$ cat src/rtl/dcache_direct_mapped.sv
// ---------------------------------------------------------------------------
// dcache_direct_mapped
//   Direct-mapped, write-back, write-allocate data cache sitting between the
//   cpu byte-wide data port and a block-organised data memory with a 32-bit
//   block bus.
//   - Hits are served with no stall: reads are combinational and writes
//     commit at the next posedge.
//   - A miss stalls the cpu through BUSYWAIT. A dirty victim is written back
//     first, then the requested block is fetched.
//
// Ports
//   CLK            system clock, all state changes on posedge
//   RESET          asynchronous active-low reset
//   READ / WRITE   cpu load / store request (both high is treated as a store)
//   ADDRESS        cpu byte address = {tag, index, offset}
//   WRITEDATA      cpu store byte
//   READDATA       cpu load byte; holds its last value when not reading a hit
//   BUSYWAIT       stall to cpu
//   MEM_READ       memory block read request
//   MEM_WRITE      memory block write request
//   MEM_ADDRESS    memory block address = {tag, index}
//   MEM_WRITEDATA  victim block, byte0 in [7:0]
//   MEM_READDATA   fetched block, byte0 in [7:0]
//   MEM_BUSYWAIT   memory busy; low at an edge marks transfer completion
// ---------------------------------------------------------------------------
module dcache_direct_mapped #(
    parameter int INDEX_BITS  = 3,
    parameter int OFFSET_BITS = 2,
    parameter int TAG_BITS    = 8 - INDEX_BITS - OFFSET_BITS
) (
    input  logic                           CLK,
    input  logic                           RESET,
    input  logic                           READ,
    input  logic                           WRITE,
    input  logic [7:0]                     ADDRESS,
    input  logic [7:0]                     WRITEDATA,
    output logic [7:0]                     READDATA,
    output logic                           BUSYWAIT,
    output logic                           MEM_READ,
    output logic                           MEM_WRITE,
    output logic [TAG_BITS+INDEX_BITS-1:0] MEM_ADDRESS,
    output logic [31:0]                    MEM_WRITEDATA,
    input  logic [31:0]                    MEM_READDATA,
    input  logic                           MEM_BUSYWAIT
);

    localparam int LINES = 1 << INDEX_BITS;

    typedef enum logic [1:0] {
        IDLE      = 2'd0,
        WRITEBACK = 2'd1,
        FETCH     = 2'd2,
        UPDATE    = 2'd3
    } state_t;

    state_t                state_q, state_d;
    logic [31:0]           data_q  [LINES];
    logic [31:0]           data_d  [LINES];
    logic [TAG_BITS-1:0]   tag_q   [LINES];
    logic [TAG_BITS-1:0]   tag_d   [LINES];
    logic [LINES-1:0]      valid_q, valid_d;
    logic [LINES-1:0]      dirty_q, dirty_d;
    logic [7:0]            readdata_q, readdata_d;

    logic [TAG_BITS-1:0]    addr_tag;
    logic [INDEX_BITS-1:0]  idx;
    logic [OFFSET_BITS-1:0] off;
    logic [OFFSET_BITS+2:0] bit_sel;
    logic                   hit;
    logic                   req;
    logic                   is_read;

    assign {addr_tag, idx, off} = ADDRESS;
    assign bit_sel = {off, 3'b000};
    assign hit     = valid_q[idx] && (tag_q[idx] == addr_tag);
    assign req     = READ || WRITE;
    // A simultaneous READ and WRITE is handled as a store only.
    assign is_read = READ && !WRITE;

    // Gated by RESET so an aborted miss releases the cpu immediately even
    // while its request is still held.
    assign BUSYWAIT = RESET && req && !((state_q == IDLE) && hit);

    // Read data is combinational on a read hit, otherwise the last value is held.
    always_comb begin
        READDATA = readdata_q;
        if (is_read && hit) begin
            READDATA = data_q[idx][bit_sel +: 8];
        end
        readdata_d = READDATA;
    end

    always_comb begin
        state_d       = state_q;
        data_d        = data_q;
        tag_d         = tag_q;
        valid_d       = valid_q;
        dirty_d       = dirty_q;
        MEM_READ      = 1'b0;
        MEM_WRITE     = 1'b0;
        MEM_ADDRESS   = {addr_tag, idx};
        MEM_WRITEDATA = data_q[idx];

        case (state_q)
            IDLE: begin
                if (req) begin
                    if (hit) begin
                        if (WRITE) begin
                            data_d[idx][bit_sel +: 8] = WRITEDATA;
                            dirty_d[idx]              = 1'b1;
                        end
                    end else if (valid_q[idx] && dirty_q[idx]) begin
                        state_d = WRITEBACK;
                    end else begin
                        state_d = FETCH;
                    end
                end
            end
            WRITEBACK: begin
                MEM_WRITE   = 1'b1;
                MEM_ADDRESS = {tag_q[idx], idx};
                if (!MEM_BUSYWAIT) begin
                    state_d = FETCH;
                end
            end
            FETCH: begin
                MEM_READ = 1'b1;
                if (!MEM_BUSYWAIT) begin
                    data_d[idx]  = MEM_READDATA;
                    tag_d[idx]   = addr_tag;
                    valid_d[idx] = 1'b1;
                    dirty_d[idx] = 1'b0;
                    state_d      = UPDATE;
                end
            end
            UPDATE: begin
                // One settling cycle; the request resolves as a hit in IDLE.
                state_d = IDLE;
            end
            default: begin
                state_d = IDLE;
            end
        endcase
    end

    always_ff @(posedge CLK or negedge RESET) begin
        if (!RESET) begin
            state_q    <= IDLE;
            valid_q    <= '0;
            dirty_q    <= '0;
            readdata_q <= '0;
        end else begin
            state_q    <= state_d;
            valid_q    <= valid_d;
            dirty_q    <= dirty_d;
            readdata_q <= readdata_d;
        end
    end

    // Block data and tags are meaningless until the valid bit is set, so
    // they carry no reset.
    always_ff @(posedge CLK) begin
        data_q <= data_d;
        tag_q  <= tag_d;
    end

endmodule

$ cat config.mk
export PLATFORM = sky130hd
export DESIGN_NAME = dcache_direct_mapped
export DESIGN_NICKNAME = d
export VERILOG_FILES = /design/src/rtl/dcache_direct_mapped.sv
export SDC_FILE = /design/constraint.sdc
export NUM_CORES = 1
export LEC_CHECK = 0
export CORE_MARGIN = 3
export CORE_UTILIZATION = 40
export CTS_CLUSTER_DIAMETER = 120
export CTS_CLUSTER_SIZE = 24
export DETAILED_ROUTE_END_ITERATION = 10
export PLACE_DENSITY = 0.67
export SYNTH_ARGS = -nofsm -noshare
export SYNTH_HDL_FRONTEND = slang
export SYNTH_SLANG_ARGS = --single-unit
export TNS_END_PERCENT = 5
$ cat constraint.sdc
create_clock -name CLK -period 3.1 [get_ports CLK]
set_input_delay 0.62 -clock CLK [delete_from_list [all_inputs] [get_ports CLK]]
set_output_delay 0.62 -clock CLK [all_outputs]
set_load 0.02 [all_outputs]
==> key figures <==
Synth
  • Asr flop ratio synth: 0.08497
  • Post-synthesis register bit count: 306
  • Synth cell types: 64
  • Yosys warns: 0
  • Ranking of synthesized cells by area: edfxtp_1, nor2_1, dfrtp_1, mux4_2, mux2_2
  • Synth area leader: edfxtp_1
  • Most common flop cell mapped by yosys: edfxtp_1
  • Post-synth top area share: 0.5936
  • Cell Area, Synth: 14160 um2
  • Register area share after synthesis: 0.6396
  • Syn nets: 1193
  • Most instantiated cells after synthesis: nor2_1, edfxtp_1, nand2_1, a22oi_1, clkbuf_1
  • Top-count cell post-synth: nor2_1
  • Mapped Cells: 1132
  • Syn avg cell area: 12.51 um2
  • Post-synth EDFFs: 280

Global routing
  • Initial antenna violation count: 1
  • First-pass GRT wire length: 70100 um
  • Vias in the first global route: 10.85k
  • Largest net degree at the start of global routing: 43
  • Total grt overflow: 0
  • Gr usage total: 0.2472

STA
  • RSZ-0062 raised after global routing: true
  • Final hold violations: 0
  • Slew HR: 0.3441
  • Min cycle time layout: 3.330 ns
  • Max Slew Vio Count: 0
  • Slew @ Worst Pin: 0.9802 ns
  • Fin crit share: 1.074
  • FMAX: 0.3003 GHz
  • Max Clock Skew: 0.01500 ns
  • Final setup margin: -0.2303 ns
  • Final setup vio count: 9

Route
  • Iter 0 DRT Violations: 1362
  • First-pass DRT Iterations: 6
  • Routed Antenna Nets: 0
  • Routed WL per cell: 25.48 um
  • DRC viols: 0
  • Final wirelength: 48920 um
  • Vias per cell: 5.866
  • Via count: 11.26k

Floorplan
  • Width of the chip: 194.2 um
  • I/O Pins: 102
  • Die Y: 194.2 um
  • Core Region: 34710 um2
  • Std cell rows: 68
  • Starting density of the core: 0.4080
  • Die ar.: 37700 um2

Worst setup path
  • CP peak stage delay: 0.53 ns
  • Worst Path Buf+Inv: 3
  • R2R Path Start: tag_q[2]$_DFFE_PP_
  • Family with the most delay on the worst path: multiplexers
  • Reg-to-reg setup timing slack: 0.28 ns
  • R2R depth: 9
  • WP data arrival: 2.71 ns
  • Critical path required time: 2.48 ns
  • Crit end category: primary output
  • Crit path max fanout: 15
  • CP startpoint kind: input port
  • Critical path's slowest cell: mux4_2
  • Setup CP Type: input port to primary output
  • RR Endpoint: data_q[190]$_DFFE_PP_
  • Worst-path cell chain: buf_16, bufbuf_16, and2_4, a22oi_1, o22ai_4, mux4_2, mux2_4, buf_6

Clock tree
  • Clk root buf: clkbuf_16
  • CTS tree: built
  • Sink Count: 306
  • TritonCTS Buffers: 16
  • Clock tree buffer depth: 3
  • Worst skew pair latency: 0.52 ns
  • Htree depth: 1
  • CTS clk-pin slew, worst paths: 0.10 ns

Finish
  • N_diodes: 0
  • Syn-to-layout area delta: 33.35%
  • Nets: 1516
  • Fillers: 2931
  • Layout cells sized above 1: 0.3495
  • Fin area: 18890 um2
  • Fin util: 0.5441

Hold path
  • Hold EP: valid_q[2]$_DFFE_PN0P_
  • Worst hold path stage count: 1
  • Min-delay src: valid_q[2]$_DFFE_PN0P_
  • Hold Path Class: flip-flop to flip-flop

Power and ir drop
  • Cell Pwr Density: 513.6 nW/um2
  • Lkg Pwr: 7.345 nW
  • Worst ir drop on vdd: 0.8798 mV

Place
  • DP Wirelength: 33690 um
  • Placer congestion estimate: 0.9095
  • Placed Area: 17730 um2
  • DP Worst Slack: -0.8470 ns
  • IO buf count: 101

Status
  • Outcome: finished, violations left
  • Failing checks: negative setup slack

Run
  • Max cap viols: 0
[worst max-delay path by stage]
stage	startpoint	to	slack (ns)	depth (start not counted)
2_1_floorplan	ADDRESS[2]	data_q[136]$_DFFE_PP_	-0.13	9
3_3_place_gp	ADDRESS[3]	READDATA[0]	-0.85	10
3_5_place_dp	ADDRESS[3]	READDATA[0]	-0.85	10
4_1_cts	tag_q[2]$_DFFE_PP_	READDATA[6]	-0.27	9
5_1_grt	ADDRESS[3]	READDATA[6]	-0.27	10
6_report	ADDRESS[3]	READDATA[6]	-0.23	8
[placed cells by master, fill, tap and decap left out, types with 7 or more instances in the layout]
| cell | n |
|---|---|
| a21oi_1 | 10 |
| a221oi_1 | 10 |
| a221oi_2 | 10 |
| a22oi_1 | 45 |
| buf_12 | 16 |
| buf_4 | 282 |
| buf_6 | 12 |
| clkbuf_1 | 10 |
| clkbuf_16 | 20 |
| clkdlybuf4s50_1 | 63 |
| dfrtp_1 | 26 |
| dlygate4sd2_1 | 7 |
| edfxtp_1 | 280 |
| ha_1 | 7 |
| inv_1 | 8 |
| mux2_2 | 30 |
| mux2_4 | 8 |
| mux2i_1 | 27 |
| mux2i_2 | 9 |
| mux4_2 | 23 |
| nand2_1 | 50 |
| nor2_1 | 302 |
| nor3_2 | 28 |
| o211ai_1 | 14 |
| o21ai_0 | 8 |
| o22ai_1 | 7 |
| or2_2 | 11 |
[report_power, final]
| part | internal (mW) | switching [mW] | leakage, nW | total (mW) |
|---|---|---|---|---|
| logic | 1.07 | 1.59 | 3.77 | 2.66 |
| registers | 4.63 | 0.0583 | 3.35 | 4.69 |
| clock network | 1.04 | 1.31 | 0.225 | 2.35 |
| total | 6.74 | 2.96 | 7.35 | 9.70 |
[per-stage QoR]
stage / instances / hold WS [ns] / power, mW / setup TNS, ns
floorplan: 1132 / 0.3244 / 6.091 / -10.58
global placement: 1869 / 0.4461 / 7.215 / -64.90
detailed placement: 1869 / 0.4538 / 7.258 / -80.06
CTS: 1908 / 0.4811 / 9.583 / -2.287
global route: 1920 / 0.4952 / 10.04 / -2.131
finish: 1920 / 0.4829 / 9.699 / -1.614
[area by class of cell]
cell class              count  area [um2]  area share
repair buffers            393        3537      0.1873
flip-flops and latches    306        9059      0.4796
inverters                  10       38.79    0.002054
well taps                 455       569.3     0.03014
clock inverters             1       8.758   0.0004637
clock buffers              27       462.9     0.02451
multi-input cells         728        5211      0.2759
[logic make-up after synthesis]
family	Yosys count	synth area share
mux	97	0.09223
compound gates	177	0.09532
fa+ha+maj	8	0.007067
buf+inv	98	0.03277
simple gates	446	0.1330
flops	306	0.6396
[layer usage]
metal | GRT usage | wire, um | vias up
met5 | 0 | 0 | -
met4 | 0.06463 | 1428 | 0
met3 | 0.04622 | 5124 | 89
met2 | 0.3980 | 22930 | 673
met1 | 0.3483 | 19450 | 5655
li1 | - | - | 4846
[what timing repair did]
| item | CTS | global route |
|---|---|---|
| pin swaps | 13 | 20 |
| hold buffers | 0 | 0 |
| cloned | 3 | 3 |
| setup buffers | 8 | 11 |
| resized for setup | 111 | 66 |
| endpoints found under the setup margin | 38 | 17 |
[state kept, by name, indices dropped and copies added (netlist names), named ones only]
name	cells
data_q	256
readdata_q	8
state_q	2
tag_q	24
valid_q	8
[worst reg2reg max path, cell delays in order, from the launching register on]
cell	delay [ns]
edfxtp_1	0.40
mux2i_2	0.18
o22ai_2	0.11
or3_4	0.39
buf_4	0.15
a211o_4	0.32
o21a_2	0.21
buf_12	0.20
nor3_2	0.37
buf_4	0.21
Power figures use the tool's default switching activity.
